--- src/rtl/instr_queue_if.sv ---
`default_nettype none
// +----------------------------------------------------------------------------+
// | instr_queue_if                                                             |
// | Loader push port and dual dispatch request/response signals for the queue. |
// | Revision: 1.0                                                              |
// +----------------------------------------------------------------------------+
interface instr_queue_if #(
  parameter int DEPTH = 8
);
  localparam int ADDR_W = $clog2(DEPTH);

  logic              wr_en;
  logic [31:0]       wr_instr;
  logic              full;
  logic              empty;
  logic [ADDR_W:0]   count;
  logic              flush;
  logic              rd_en0;
  logic [31:0]       instr_out0;
  logic              result_ready0;
  logic              rd_en1;
  logic [31:0]       instr_out1;
  logic              result_ready1;

  // Loader and dispatch units side
  modport master (
    output wr_en, wr_instr, flush, rd_en0, rd_en1,
    input  full, empty, count, instr_out0, result_ready0, instr_out1, result_ready1
  );

  // Queue side
  modport slave (
    input  wr_en, wr_instr, flush, rd_en0, rd_en1,
    output full, empty, count, instr_out0, result_ready0, instr_out1, result_ready1
  );
endinterface
`default_nettype wire

--- src/rtl/instr_queue_dual_port.sv ---
`default_nettype none
// +----------------------------------------------------------------------------+
// | instr_queue_dual_port                                                      |
// | Circular instruction FIFO answering two dispatch units; port 0 gets the    |
// | older entry. Optional macro IQ_NOP_ON_EMPTY_EN answers starved requests    |
// | with a NOP instead of holding them pending.                                |
// | Revision: 1.0                                                              |
// +----------------------------------------------------------------------------+
module instr_queue_dual_port #(
  parameter int DEPTH = 8
) (
  input  logic         clk,
  input  logic         reset,
  instr_queue_if.slave bus
);
  localparam int ADDR_W = $clog2(DEPTH);
  localparam int CNT_W  = ADDR_W + 1;
  localparam logic [31:0]      C_NOP_INSTR = 32'h0000_0013;
  localparam logic [CNT_W-1:0] C_DEPTH     = CNT_W'(DEPTH);

  logic [31:0]       r_mem [DEPTH];
  logic [ADDR_W-1:0] r_head;
  logic [ADDR_W-1:0] r_tail;
  logic [CNT_W-1:0]  r_count;
  logic              r_pend0;
  logic              r_pend1;
  logic              r_rr0;
  logic              r_rr1;
  logic [31:0]       r_out0;
  logic [31:0]       r_out1;

  logic              w_full;
  logic              w_req0;
  logic              w_req1;
  logic              w_serve0;
  logic              w_serve1;
  logic              w_push;
  logic              w_nop0;
  logic              w_nop1;
  logic              w_pend0_next;
  logic              w_pend1_next;
  logic [CNT_W-1:0]  w_need1;
  logic [ADDR_W-1:0] w_head_p1;
  logic [ADDR_W-1:0] w_rd_idx1;
  logic [ADDR_W-1:0] w_head_next;
  logic [CNT_W-1:0]  w_count_next;

  assign w_full = (r_count == C_DEPTH);

  // Service decisions use the registered count, so a same-edge push is never popped
  assign w_req0   = bus.rd_en0 | r_pend0;
  assign w_req1   = bus.rd_en1 | r_pend1;
  assign w_serve0 = w_req0 && (r_count != '0);
  assign w_need1  = w_serve0 ? CNT_W'(2) : CNT_W'(1);
  assign w_serve1 = w_req1 && (r_count >= w_need1);
  assign w_push   = bus.wr_en && !w_full && !bus.flush;

  assign w_head_p1    = r_head + ADDR_W'(1);
  assign w_rd_idx1    = w_serve0 ? w_head_p1 : r_head;
  assign w_head_next  = r_head + ADDR_W'(w_serve0) + ADDR_W'(w_serve1);
  assign w_count_next = r_count + CNT_W'(w_push) - CNT_W'(w_serve0) - CNT_W'(w_serve1);

`ifdef IQ_NOP_ON_EMPTY_EN
  assign w_nop0       = w_req0 && !w_serve0;
  assign w_nop1       = w_req1 && !w_serve1;
  assign w_pend0_next = 1'b0;
  assign w_pend1_next = 1'b0;
`else
  assign w_nop0       = 1'b0;
  assign w_nop1       = 1'b0;
  assign w_pend0_next = w_req0 && !w_serve0;
  assign w_pend1_next = w_req1 && !w_serve1;
`endif

  always_ff @(posedge clk or posedge reset) begin
    if (reset) begin
      r_head  <= '0;
      r_tail  <= '0;
      r_count <= '0;
      r_pend0 <= 1'b0;
      r_pend1 <= 1'b0;
      r_rr0   <= 1'b0;
      r_rr1   <= 1'b0;
      r_out0  <= '0;
      r_out1  <= '0;
    end else if (bus.flush) begin
      // Branch recovery drops everything except the last delivered instructions
      r_head  <= '0;
      r_tail  <= '0;
      r_count <= '0;
      r_pend0 <= 1'b0;
      r_pend1 <= 1'b0;
      r_rr0   <= 1'b0;
      r_rr1   <= 1'b0;
    end else begin
      if (w_push) begin
        r_tail <= r_tail + ADDR_W'(1);
      end
      r_head  <= w_head_next;
      r_count <= w_count_next;
      r_pend0 <= w_pend0_next;
      r_pend1 <= w_pend1_next;
      r_rr0   <= w_serve0 | w_nop0;
      r_rr1   <= w_serve1 | w_nop1;
      if (w_serve0) begin
        r_out0 <= r_mem[r_head];
      end else if (w_nop0) begin
        r_out0 <= C_NOP_INSTR;
      end
      if (w_serve1) begin
        r_out1 <= r_mem[w_rd_idx1];
      end else if (w_nop1) begin
        r_out1 <= C_NOP_INSTR;
      end
    end
  end

  // Storage is never reset; occupancy is tracked solely by the pointers and count
  always_ff @(posedge clk) begin
    if (w_push && !reset) begin
      r_mem[r_tail] <= bus.wr_instr;
    end
  end

  assign bus.full          = w_full;
  assign bus.empty         = (r_count == '0);
  assign bus.count         = r_count;
  assign bus.instr_out0    = r_out0;
  assign bus.result_ready0 = r_rr0;
  assign bus.instr_out1    = r_out1;
  assign bus.result_ready1 = r_rr1;
endmodule
`default_nettype wire
--- src/flat_wrapper.sv ---
// flat-port wrapper written by rule: the top's interface ports become plain ports
module instr_queue_dual_port_flat 
#(
  parameter int DEPTH = 8
)
  (clk, reset, bus_wr_en, bus_wr_instr, bus_flush, bus_rd_en0, bus_rd_en1, bus_full, bus_empty, bus_count, bus_instr_out0, bus_result_ready0, bus_instr_out1, bus_result_ready1);
  instr_queue_if #(.DEPTH(DEPTH)) bus_i ();
  input  logic clk;
  input  logic reset;
  input wire logic [$bits(bus_i.wr_en)-1:0] bus_wr_en;
  input wire logic [$bits(bus_i.wr_instr)-1:0] bus_wr_instr;
  input wire logic [$bits(bus_i.flush)-1:0] bus_flush;
  input wire logic [$bits(bus_i.rd_en0)-1:0] bus_rd_en0;
  input wire logic [$bits(bus_i.rd_en1)-1:0] bus_rd_en1;
  output wire logic [$bits(bus_i.full)-1:0] bus_full;
  output wire logic [$bits(bus_i.empty)-1:0] bus_empty;
  output wire logic [$bits(bus_i.count)-1:0] bus_count;
  output wire logic [$bits(bus_i.instr_out0)-1:0] bus_instr_out0;
  output wire logic [$bits(bus_i.result_ready0)-1:0] bus_result_ready0;
  output wire logic [$bits(bus_i.instr_out1)-1:0] bus_instr_out1;
  output wire logic [$bits(bus_i.result_ready1)-1:0] bus_result_ready1;
  assign bus_i.wr_en = bus_wr_en;
  assign bus_i.wr_instr = bus_wr_instr;
  assign bus_i.flush = bus_flush;
  assign bus_i.rd_en0 = bus_rd_en0;
  assign bus_i.rd_en1 = bus_rd_en1;
  assign bus_full = bus_i.full;
  assign bus_empty = bus_i.empty;
  assign bus_count = bus_i.count;
  assign bus_instr_out0 = bus_i.instr_out0;
  assign bus_result_ready0 = bus_i.result_ready0;
  assign bus_instr_out1 = bus_i.instr_out1;
  assign bus_result_ready1 = bus_i.result_ready1;
  instr_queue_dual_port #(.DEPTH(DEPTH)) u_core (.clk(clk), .reset(reset), .bus(bus_i));
endmodule
--- config.mk ---
export PLATFORM = sky130hd
export DESIGN_NAME = instr_queue_dual_port_flat
export DESIGN_NICKNAME = d
export VERILOG_FILES = /design/src/rtl/instr_queue_if.sv /design/src/rtl/instr_queue_dual_port.sv /design/src/flat_wrapper.sv
export SDC_FILE = /design/constraint.sdc
export NUM_CORES = 1
export LEC_CHECK = 0
export CAP_MARGIN = 25
export CORE_MARGIN = 5
export CORE_UTILIZATION = 40
export CTS_CLUSTER_SIZE = 28
export DETAILED_ROUTE_END_ITERATION = 10
export PLACE_DENSITY = 0.58
export SYNTH_ARGS = -nofsm -noshare
export SYNTH_HDL_FRONTEND = slang
export SYNTH_SLANG_ARGS = --single-unit
--- constraint.sdc ---
create_clock -name clk -period 4.6 [get_ports clk]
set_clock_uncertainty 0.05 [all_clocks]
set_input_delay 0.69 -clock clk [delete_from_list [all_inputs] [get_ports clk]]
set_output_delay 0.69 -clock clk [all_outputs]
set_load 0.05 [all_outputs]
* Yosys cells after proc, flatten, opt, wreduce, memory -nomap -nowiden *
Memories as Yosys holds them, arrays and structs flattened. A register that Yosys moved wholly into a read port is not among the register bits.
Cells that the tools add are included.

storage, ports and cells
  word-level logic and storage cells = 49
  output and inout port bits = 72
  memory bits (writable) = 256
  memories kept = 1
  flip-flop bits (word level) = 14

memories
  memory        depth  width  rd ports  clocked after Yosys merged registers in  write ports  RTL line                     RTL
  u_core.r_mem  8      32     2         2                                        1            instr_queue_dual_port.sv:21  logic [31:0] r_mem [DEPTH];

cells by class
  eq/ne operators = 1
  order comparisons = 1
  bitwise logic cells = 3
  multiplexer cells = 12
  $add $sub $neg = 7
  reductions and logical operators = 17

operators by type and width
  kind                                         count
  two-way mux 3 bit                            4
  subtractor 4 x 1 -> 4 bit                    2
  logical AND 1 bit                            7
  adder 3 x 1 -> 3 bit                         2
  adder 3 x 1 -> 3 bit, second input constant  2
  two-way mux 1 bit                            6
  zero test 1 bit                              5
  adder 4 x 1 -> 4 bit                         1
  == test 4 bit, second input constant         1
  greater-or-equal comparator 4 bit            1
  zero test 4 bit                              1
  two-way mux 4 bit                            1
  AND reduction 2 bit                          2
  nonzero test 4 bit                           1
  two-way mux 2 bit                            1
  bitwise OR 1 bit                             2
  nonzero test 2 bit                           1
  inverter 1 bit                               1

* Longest topological paths before layout *
Gate-level depths: netlist of the first run.

  depth in word-level cells = 8
  mapped depth = 19
  mapped depth without buffers = 17

* Worst setup path before layout of the first run *
No wires, ideal clock.

  path kind = reg2reg
  start = register u_core.r_count[2] (netlist: u_core.bus.count[2])
  end = memory u_core.r_mem[4][0] (enable)
  path buffers = 0
  period minus slack after synthesis = 5.569 ns
  arrival time = 5.018 ns
  required time = 4.049 ns
  cell stages (with the launch flop) = 8
  path slack = -0.969 ns
  cell sequence = dfrtp_1 inv_1 ha_1 nor3b_1 nand2b_1 nor2_1 nand2_1 nor4_1

on the way
  longest elaborated chain between the ends = 7

RTL lines
  item                                     RTL line                      RTL
  start, declared                          instr_queue_dual_port.sv:24   logic [CNT_W-1:0] r_count;
  start signal, assigned                   instr_queue_dual_port.sv:100  r_count <= w_count_next;
  == test 4 bit                            instr_queue_dual_port.sv:48   assign w_full = (r_count == C_DEPTH);
  net bus_full                             flat_wrapper.sv:15            output wire logic [$bits(bus_i.full)-1:0] bus_full;
  zero test 1 bit                          instr_queue_dual_port.sv:56   assign w_push = bus.wr_en && !w_full && !bus.flush;
  logical AND 1 bit (2 in a row)           instr_queue_dual_port.sv:56
  logical AND 1 bit                        instr_queue_dual_port.sv:120  if (w_push && !reset) begin
  two-way mux 1 bit                        instr_queue_dual_port.sv:120
  two-way mux 1 bit (not written as such)  instr_queue_dual_port.sv:121  r_mem[r_tail] <= bus.wr_instr;
  end, declared                            instr_queue_dual_port.sv:21

The timed path passes the listed nets, and every way through them passes these cells.

* Worst setup path in the final report of the first run *
  start = input port bus_rd_en0
  end = register u_core.r_count[3] (netlist: u_core.bus.count[3])

on the way
  longest elaborated chain between the ends = 7

RTL lines
  item                               RTL line                     RTL
  start, declared                    flat_wrapper.sv:13           input wire logic [$bits(bus_i.rd_en0)-1:0] bus_rd_en0;
  bitwise OR 1 bit *                 instr_queue_dual_port.sv:51  assign w_req0 = bus.rd_en0 | r_pend0;
  logical AND 1 bit *                instr_queue_dual_port.sv:53  assign w_serve0 = w_req0 && (r_count != '0);
  two-way mux 2 bit                  instr_queue_dual_port.sv:54  assign w_need1 = w_serve0 ? CNT_W'(2) : CNT_W'(1);
  greater-or-equal comparator 4 bit  instr_queue_dual_port.sv:55  assign w_serve1 = w_req1 && (r_count >= w_need1);
  logical AND 1 bit                  instr_queue_dual_port.sv:55
  subtractor 4 x 1 -> 4 bit *        instr_queue_dual_port.sv:61  assign w_count_next = r_count + CNT_W'(w_push) - CNT_W'(w_serve0) - CNT_W'(w_serve1);
  two-way mux 4 bit *                instr_queue_dual_port.sv:86  end else if (bus.flush) begin

Every way passes the cells marked *; elsewhere a longest branch is shown, timed or not.
A chain may end at the register's enable or synchronous reset.

==> results of run 1 <==
-- worst max-delay path, delay by kind of cell --
| family | cells | cell delay (ps) |
|---|---|---|
| xor+xnor | 1 | 140 |
| compound gates | 2 | 420 |
| simple gates | 3 | 530 |
| fa+ha+maj | 5 | 1500 |
| buf+inv | 5 | 730 |
-- cell usage in the layout (no fill, tap or decap), types with 3 or more instances in the layout --
cell type	n
a2111oi_0	4
a2111oi_1	3
a211oi_1	14
a21oi_1	50
and3_1	14
buf_12	4
buf_4	27
bufinv_16	3
clkbuf_1	10
clkbuf_16	40
clkbuf_8	4
clkdlybuf4s50_1	109
clkinv_1	3
clkinv_2	5
dfrtp_1	75
edfxtp_1	256
fa_1	3
ha_1	9
inv_1	10
mux2_2	17
mux2i_1	159
mux4_2	79
nand2_1	21
nand3_1	34
nand4_1	9
nor2_1	51
nor2_4	3
nor2b_1	7
nor3_2	3
o2111a_1	8
o21ai_0	21
o22ai_1	34
xnor2_1	4
-- cells by family after synthesis --
kind of cell | after synthesis
flops | 334
mux | 255
simple gates | 162
compound gates | 145
buf+inv | 84
fa+ha+maj | 13
xor+xnor | 6
-- worst max-delay path by stage --
stage	startpoint	endpoint	slack (ps)	cells after the start
after CTS	bus_rd_en0	u_core.bus.count[3]$_DFF_PP0_	960	16
final	bus_rd_en0	u_core.bus.count[3]$_DFF_PP0_	950	16
after global placement	bus_rd_en0	u_core.bus.count[3]$_DFF_PP0_	530	16
after global routing	u_core.bus.count[2]$_DFF_PP0_	u_core.bus.count[3]$_DFF_PP0_	700	17
after detailed placement	bus_rd_en0	u_core.bus.count[3]$_DFF_PP0_	440	16
after floorplan	reset	u_core.r_mem[1][0]$_DFFE_PP_	-890	3
-- stage by stage --
step	setup TNS, ps	cell area [um^2]	utilization
2_1_floorplan	-55730	15600	-
3_3_place_gp	0	17400	0.451
3_5_place_dp	0	17400	0.451
4_1_cts	0	18600	0.483
5_1_grt	0	18600	0.483
6_report	0	18600	0.483
-- state kept, by name, indices dropped and copies added (netlist names) --
signal                    cells
u_core.r_tail                 3
u_core.r_head                 3
u_core.r_pend0                1
u_core.bus.instr_out1        32
u_core.r_mem                256
u_core.bus.result_ready1      1
u_core.bus.instr_out0        32
u_core.bus.result_ready0      1
u_core.r_pend1                1
u_core.bus.count              4
-- final cells by class --
cell class | count | area (um^2) | area share
sequential | 334 | 9650 | 0.518
multi-input combinational | 581 | 5640 | 0.303
timing repair buffer | 140 | 1370 | 0.0738
clock buffer | 54 | 1090 | 0.0587
tap | 518 | 648 | 0.0348
clock inverter | 15 | 160 | 0.00860
inverter | 13 | 58.8 | 0.00316
-- metal layers --
layer	share of wire	vias up
met4	0.020	0
met3	0.053	53
met2	0.49	280
met5	0	-
li1	-	4192
met1	0.44	4901
-- power by group through the flow --
stage / Sequential [mW] / Clock [mW] / Combinational (mW)
2_1_floorplan: 4.88 / 0 / 3.16
4_1_cts: 3.94 / 3.09 / 5.72
5_1_grt: 3.97 / 3.22 / 6.05
3_5_place_dp: 3.99 / 0 / 5.69
6_report: 3.93 / 3.02 / 5.65
3_3_place_gp: 3.99 / 0 / 5.66
-- synth_stat cells, drive strengths merged, types with 8 or more instances --
library cell  instances  area [um^2]
nand3                34          170
edfxtp              256         7690
nand2                23         91.3
a211oi               14          105
buf                  47          259
o21ai                23          123
and3                 14         87.6
inv                  13         56.3
o22ai                34          213
ha                   10          125
a21oi                50          250
mux2                 17          191
clkbuf               24         90.1
mux2i               159         1590
dfrtp                78         1950
a2111oi               9          108
mux4                 79         1780
nor2                 54          203
o2111a                8         90.1
nand4                10         68.8
==> impl_metrics.py, run 1 <==
metrics = {
    "route": {
        "routedWlPerCell_um": 24.4,
        "detail-route-antenna-nets": 0,
        "via_per_inst": 5.70,
        "firstDrtPassIters": 5,
        "wl_um": 40400,
        "vias": 9426,
        "post-route-drc-count": 0,
        "drt-initial-drc-count": 724,
    },
    "floorplan": {
        "die_height_um": 207,
        "row_count": 72,
        "start_util": 0.404,
        "ios": 110,
        "dieArea_um2": 43000,
        "core_area_um2": 38600,
        "fp.dieW_um": 207,
    },
    "yosys": {
        "synth_area_per_cell_um2": 15.6,
        "synth_compound_area_frac": 0.0608,
        "async_reset_ff_frac": 0.234,
        "ys.flop_type": "edfxtp_1",
        "netlist_area_um2": 15600,
        "synth_top_family_by_area": "multiplexers",
        "synthCells": 999,
        "ys_seq_area_frac": 0.619,
        "yosys.area_share.simple": 0.0508,
        "synth-edff-count": 256,
        "synth_nets": 1050,
        "muxShareOfSynthArea": 0.229,
        "ys_seq_elements": 334,
        "ys_types": 51,
        "synthXorXnorAreaFrac": 0.00337,
        "synth_warnings": 0,
        "synthAdderAreaFrac": 0.0119,
    },
    "clock_tree": {
        "postCtsHoldBufs": 0,
        "insertion_delay_ps": 520,
        "cts_buffer_depth": 3,
        "cts-resized-gates": 0,
        "clkSlewWorstSetupHoldPaths_ps": 60,
        "h-tree-depth": 2,
        "cts_root_buffer": "clkbuf_16",
        "cts_setup_buffers": 0,
        "cts_made_buffers": 38,
        "cts_num_sinks": 334,
        "cts_tree": "yes",
    },
    "power": {
        "p_leak_nw": 6.19,
        "ir_drop_uv": 364,
        "seqPwrFrac": 0.312,
        "p_int_mw": 7.75,
        "pwr_density_cell_nw_per_um2": 677,
        "clock_power_share": 0.240,
        "p_sw_mw": 4.85,
        "p_total_mw": 12.6,
        "combPwrFrac": 0.448,
        "power.share.switching": 0.385,
    },
    "timing": {
        "setup_viol": 0,
        "tightest_slew_ps": 993,
        "final-hold-violation-count": 0,
        "timing.fmax_ghz": 0.274,
        "slew_headroom": 0.338,
        "finalCritPeriodShare": 0.793,
        "drv_slew": 0,
        "rsz0062_at_grt": "false",
        "fin_crit_ps": 3650,
        "setup_slack_ps": 950,
        "whs_ps": 474,
    },
    "grt": {
        "grt_max_degree": 90,
        "antenna_found_initial": 0,
        "grt_pass1_vias": 9784,
        "track_usage": 0.185,
        "grt_use_met1": 0.251,
        "grt_pass1_wl_um": 61700,
        "grt.overflow.total": 0,
        "busiest_layer": "met2",
        "use_met3": 0.0319,
        "use_met2": 0.311,
    },
    "final_layout": {
        "nets": 1159,
        "synthToLayoutAreaGrowth_pct": 19.5,
        "drive_gt1_frac": 0.186,
        "fin_cells": 1655,
        "diodes": 0,
        "nFillCells": 3364,
    },
    "worst_setup_path": {
        "cp.arrival_ps": 4000,
        "critPathRequiredTime_ps": 4950,
        "r2r_slack_ps": 1030,
        "worstPathCellList": "clkdlybuf4s50_1 -> or2_2 -> nand2_2 -> ha_1 -> inv_1 -> o21ai_0 -> o21ai_0 -> fa_1 -> inv_1 -> ha_1 -> inv_1 -> ha_1 -> inv_1 -> fa_1 -> xnor2_1 -> nor2_1",
        "cpMaxStageDelayCell": "clkdlybuf4s50_1",
        "rr_startpoint": "u_core.bus.count[2]$_DFF_PP0_",
        "cp-start-kind": "input port",
        "rr_endpoint": "u_core.bus.count[3]$_DFF_PP0_",
        "critPathCaptureType": "flip-flop",
        "cp_common_cell": "inv_1",
        "worstPathMaxFanout": 11,
        "cpPeakStageDelay_ps": 510,
        "r2r_cells": 17,
        "worstSetupPathType": "in -> reg",
    },
    "placement": {
        "dp_hpwl_um": 23000,
        "port_buffers": 109,
        "gp_congestion": 0.806,
        "dp.cells": 1586,
        "place_ws_ps": 441,
    },
    "min_path": {
        "worstHoldEndpoint": "u_core.bus.instr_out0[8]$_DFFE_PP0P_",
        "hp-class": "reg -> reg",
        "min-delay-start": "u_core.bus.instr_out0[8]$_DFFE_PP0P_",
        "min_path_cells": 2,
    },
    "outcome": {
        "status": "complete, no violations",
    },
    "job": {
        "drv_cap": 0,
    },
}
Power figures use the tool's default switching activity.
==> run 2: changes to the inputs <==
- clock period: 4.6 -> 3.1 ns (I/O delays scaled with it)
==> run 2 against run 1 <==
  * Critical path depth is 1 lower
  * Wire length grew 0.41%
  * Sequential cell count unchanged
  * Setup slack worse by 930 ps
  * Via count rose by 2.2%
  * Cell area increased by 2.0%
  * Critical endpoint unchanged
  * Highest routed layer unchanged
  * Critical path type is now reg -> reg
  * Power is 51% higher
  * Utilization increased by 0.96 points
  * Die area did not move
  * Sequential share of layout area fell by 1.0 points
==> impl_metrics.py, run 2 (synthesis gave the netlist of run 1 again) <==
metrics = {
    "floorplan": {
        "die_height_um": 207,
        "dieArea_um2": 43000,
        "ios": 110,
        "row_count": 72,
        "fp.dieW_um": 207,
        "core_area_um2": 38600,
        "start_util": 0.404,
    },
    "power": {
        "ir_drop_uv": 666,
        "p_int_mw": 11.6,
        "seqPwrFrac": 0.304,
        "p_sw_mw": 7.38,
        "pwr_density_cell_nw_per_um2": 1000,
        "power.share.switching": 0.388,
        "p_leak_nw": 6.31,
        "clock_power_share": 0.228,
        "p_total_mw": 19.0,
        "combPwrFrac": 0.468,
    },
    "route": {
        "firstDrtPassIters": 5,
        "drt-initial-drc-count": 669,
        "vias": 9631,
        "post-route-drc-count": 0,
        "routedWlPerCell_um": 24.3,
        "via_per_inst": 5.75,
        "wl_um": 40600,
        "detail-route-antenna-nets": 0,
    },
    "placement": {
        "dp_hpwl_um": 22700,
        "placed_area_um2": 17700,
        "gp_congestion": 0.748,
        "port_buffers": 109,
    },
    "timing": {
        "rsz0062_at_grt": "true",
        "tightest_slew_ps": 850,
        "fin_crit_ps": 3080,
        "timing.fmax_ghz": 0.324,
        "final-hold-violation-count": 0,
        "drv_slew": 0,
        "slew_headroom": 0.432,
        "finalCritPeriodShare": 0.994,
        "finalSetupTns_ps": 0,
        "setup_viol": 0,
    },
    "final_layout": {
        "final_common_cell": "edfxtp_1",
        "largest_register_ffs": 256,
        "drive_gt1_frac": 0.222,
        "diodes": 0,
        "regMostFlops": "u_core.r_mem",
        "synthToLayoutAreaGrowth_pct": 21.9,
        "nets": 1176,
        "stdcell_area_um2": 19000,
        "final_cell_mix": "256 x edfxtp_1, 159 x mux2i_1, 108 x clkdlybuf4s50_1",
    },
    "clock_tree": {
        "h-tree-depth": 2,
        "cts_made_buffers": 39,
        "insertion_delay_ps": 530,
        "cts_buffer_depth": 3,
        "cts_tree": "yes",
        "clkSlewWorstSetupHoldPaths_ps": 60,
        "cts_root_buffer": "clkbuf_16",
        "cts_num_sinks": 334,
    },
    "grt": {
        "grt_pass1_vias": 9993,
        "grt_pass1_wl_um": 62600,
        "grt.overflow.total": 0,
        "antenna_found_initial": 0,
        "grt_max_degree": 85,
        "track_usage": 0.187,
    },
    "worst_setup_path": {
        "cp.arrival_ps": 3430,
        "worstPathMaxFanout": 4,
        "critPathRequiredTime_ps": 3450,
        "critPathCaptureType": "flip-flop",
        "worstSetupPathType": "reg -> reg",
        "cp-start-kind": "flip-flop",
    },
    "job": {
        "drv_cap": 0,
    },
    "outcome": {
        "status": "complete, no violations",
    },
    "min_path": {
        "hp-class": "reg -> reg",
    },
}
==> run 2: repair_timing <==
action	CTS	global route
pin swaps	7	4
buffers inserted	2	0
gates resized for setup	5	2
setup endpoints to repair	2	2
hold buffers	0	0
==> run 2: routing by layer <==
| layer | GRT usage | wire (um) |
|---|---|---|
| met1 | 0.264 | 17900 |
| met2 | 0.306 | 19600 |
| met3 | 0.0280 | 2260 |
| met4 | 0.0488 | 795 |
| met5 | 0 | 0 |
==> run 2: area by class of cell <==
type	count	area (um^2)
clock buffer	55	1100
clock inverter	17	123
fill	3299	19600
inverter	13	62.6
multi-input combinational	581	5800
sequential	334	9650
tap	518	648
timing repair buffer	156	1620
==> run 2: final timing paths <==
check | start | end | slack, ps | cells past startpoint
setup / recovery | u_core.bus.count[2]$_DFF_PP0_ | u_core.bus.count[3]$_DFF_PP0_ | 20 | 15
hold / removal | u_core.bus.instr_out0[5]$_DFFE_PP0P_ | u_core.bus.instr_out0[5]$_DFFE_PP0P_ | 470 | 2
setup reg to reg | u_core.bus.count[2]$_DFF_PP0_ | u_core.bus.count[3]$_DFF_PP0_ | 20 | 15
hold reg to reg | u_core.bus.instr_out0[5]$_DFFE_PP0P_ | u_core.bus.instr_out0[5]$_DFFE_PP0P_ | 470 | 2
max in group asynchronous | reset | u_core.r_head[1]$_DFF_PP0_ | 1840 | 3
min in group asynchronous | reset | u_core.bus.instr_out0[6]$_DFFE_PP0P_ | 760 | 3
==> run 2: through the flow <==
stage               hold WS [ps]  instances   util  setup slack, ps
finish                       473       1674  0.493             17.1
global route                 504       1674  0.493             -101
CTS                          481       1674  0.492            -6.59
detailed placement           468       1600  0.460             -238
global placement             461       1600  0.460             -152
floorplan                    512        999      -             -399
==> run 2: power by group through the flow <==
stage          logic (mW)  registers, mW  clock network, mW
2_1_floorplan        4.85           7.26                  0
3_3_place_gp         8.82           5.86                  0
3_5_place_dp         8.87           5.86                  0
4_1_cts              8.96           5.78               4.45
5_1_grt              9.52           5.83               4.64
6_report             8.89           5.77               4.34
==> run 2: critical path: stages, from the launching register on <==
cell	delay, ps
dfrtp_2	400
inv_2	80
ha_4	130
or3b_4	390
nand2_4	100
ha_4	140
inv_4	40
o21ai_4	140
o21ai_2	90
fa_2	560
ha_4	140
ha_4	110
inv_2	30
fa_2	340
xnor2_2	150
nor2_1	60
==> run 3: changes to the inputs <==
- MAX_ROUTING_LAYER: unset -> met4
==> run 3 against run 2 <==
  * Sequential power barely moved
  * Critical path depth is the same
  * Power about the same
  * First-iteration DRC count increased by 4.3%
  * Setup slack got worse by 1.5 ps
  * Clock-buffer cell count unchanged
  * Register-to-register slack hardly changed
  * Utilization unchanged
  * Sequential share of layout area unchanged
  * Maximum frequency is essentially flat
  * Clock power barely moved
  * Combinational power about the same
  * Critical endpoint unchanged
==> impl_metrics.py, run 3 (synthesis gave the netlist of run 1 again) <==
metrics = {
    "final_layout": {
        "nets": 1176,
        "stdcell_area_um2": 19000,
        "diodes": 0,
        "synthToLayoutAreaGrowth_pct": 21.9,
        "regMostFlops": "u_core.r_mem",
        "nFillCells": 3299,
        "drive_gt1_frac": 0.222,
        "post-route-util": 0.493,
        "final_common_cell": "edfxtp_1",
        "fin_cells": 1674,
        "largest_register_ffs": 256,
        "ff_latch_area_um2": 9650,
        "final_cell_mix": "256 x edfxtp_1, 159 x mux2i_1, 108 x clkdlybuf4s50_1",
        "multiInputGateArea_um2": 5800,
    },
    "placement": {
        "placed_area_um2": 17700,
        "gp_congestion": 0.757,
        "dp_hpwl_um": 22700,
        "port_buffers": 109,
        "place_ws_ps": -238,
        "dp.cells": 1600,
    },
    "worst_setup_path": {
        "critPathRequiredTime_ps": 3450,
        "cp.arrival_ps": 3440,
        "rr_endpoint": "u_core.bus.count[3]$_DFF_PP0_",
        "r2r_cells": 15,
        "cp-start-kind": "flip-flop",
        "critPathCaptureType": "flip-flop",
        "worstSetupPathType": "reg -> reg",
        "r2r_slack_ps": 20,
        "rr_startpoint": "u_core.bus.count[2]$_DFF_PP0_",
        "worstPathMaxFanout": 4,
    },
    "clock_tree": {
        "h-tree-depth": 2,
        "clkSlewWorstSetupHoldPaths_ps": 60,
        "cts_tree": "yes",
        "postCtsHoldBufs": 0,
        "cts_buffer_depth": 3,
        "insertion_delay_ps": 540,
        "cts_made_buffers": 39,
        "cts_root_buffer": "clkbuf_16",
        "cts_num_sinks": 334,
    },
    "power": {
        "p_leak_nw": 6.31,
        "pwr_density_cell_nw_per_um2": 1000,
        "p_total_mw": 19.0,
        "ir_drop_uv": 670,
    },
    "min_path": {
        "hp-class": "reg -> reg",
        "min_path_cells": 2,
        "min-delay-start": "u_core.bus.instr_out0[5]$_DFFE_PP0P_",
        "worstHoldEndpoint": "u_core.bus.instr_out0[5]$_DFFE_PP0P_",
    },
    "timing": {
        "rsz0062_at_grt": "true",
        "setup_viol": 0,
        "fin_crit_ps": 3080,
        "whs_ps": 473,
        "final-hold-violation-count": 0,
        "timing.fmax_ghz": 0.324,
        "setup_slack_ps": 15.6,
        "drv_slew": 0,
        "finalCritPeriodShare": 0.995,
        "slew_headroom": 0.411,
        "finalSetupTns_ps": 0,
        "tightest_slew_ps": 882,
    },
    "grt": {
        "grt_pass1_wl_um": 62600,
        "grt_pass1_vias": 9994,
        "grt.overflow.total": 0,
        "grt_max_degree": 85,
        "track_usage": 0.192,
        "antenna_found_initial": 0,
    },
    "route": {
        "vias": 9669,
        "drt-initial-drc-count": 698,
        "firstDrtPassIters": 5,
        "wl_um": 40600,
        "detail-route-antenna-nets": 0,
        "routedWlPerCell_um": 24.2,
        "post-route-drc-count": 0,
        "via_per_inst": 5.78,
    },
    "job": {
        "drv_cap": 0,
    },
    "floorplan": {
        "start_util": 0.404,
        "row_count": 72,
        "die_height_um": 207,
        "core_area_um2": 38600,
        "dieArea_um2": 43000,
        "fp.dieW_um": 207,
        "ios": 110,
    },
    "outcome": {
        "status": "complete, no violations",
    },
}
run 3: cell counts in the layout (fill, tap and decap cells not counted):
Identical to the previous run, type by type.
run 3: layout make-up:
class / count / area share
clock inverters: 17 / 0.00646
flip-flops and latches: 334 / 0.508
repair buffers: 156 / 0.0851
inverters: 13 / 0.00329
well taps: 518 / 0.0341
clock buffers: 55 / 0.0577
multi-input cells: 581 / 0.305
run 3: worst max path at each step:
| stage | from | cells past startpoint | end | slack [ps] |
|---|---|---|---|---|
| CTS | u_core.bus.count[2]$_DFF_PP0_ | 14 | u_core.bus.count[2]$_DFF_PP0_ | -7 |
| floorplan | reset | 3 | u_core.r_mem[1][0]$_DFFE_PP_ | -400 |
| global route | u_core.bus.count[2]$_DFF_PP0_ | 14 | u_core.bus.count[2]$_DFF_PP0_ | -100 |
| global placement | bus_rd_en0 | 15 | u_core.bus.count[2]$_DFF_PP0_ | -150 |
| detailed placement | bus_rd_en0 | 16 | u_core.bus.count[3]$_DFF_PP0_ | -240 |
| finish | u_core.bus.count[2]$_DFF_PP0_ | 15 | u_core.bus.count[3]$_DFF_PP0_ | 20 |
run 3: critical path: stages (launching register included):
cell and delay, ps:
dfrtp_2 400, inv_2 80, ha_4 130, or3b_4 390, nand2_4 100, ha_4 140
inv_4 40, o21ai_4 140, o21ai_2 90, fa_2 560, ha_4 140, ha_4 110
inv_2 30, fa_2 340, xnor2_2 150, nor2_1 60
run 3: layer usage:
metal  track usage  part of all wire  vias to the layer above
met5             -                 0                        -
met2         0.306              0.48                      297
met4        0.0488             0.020                        0
li1              -                 -                     4248
met1         0.265              0.45                     5063
met3        0.0267             0.051                       61
run 3: what timing repair did:
action                     4_1_cts  5_1_grt
setup endpoints to repair        2        2
cloned                           0        0
pin swaps                        7        4
resized for setup                5        2
hold endpoints to repair         0        0
setup buffers                    2        0
run 3: where the power goes:
part | leakage [nW] | total, mW | internal (mW) | switching (mW)
clock | 0.610 | 4.34 | 2.56 | 1.78
sequential | 3.19 | 5.77 | 5.38 | 0.394
combinational | 2.52 | 8.90 | 3.70 | 5.20
total | 6.31 | 19.0 | 11.6 | 7.38
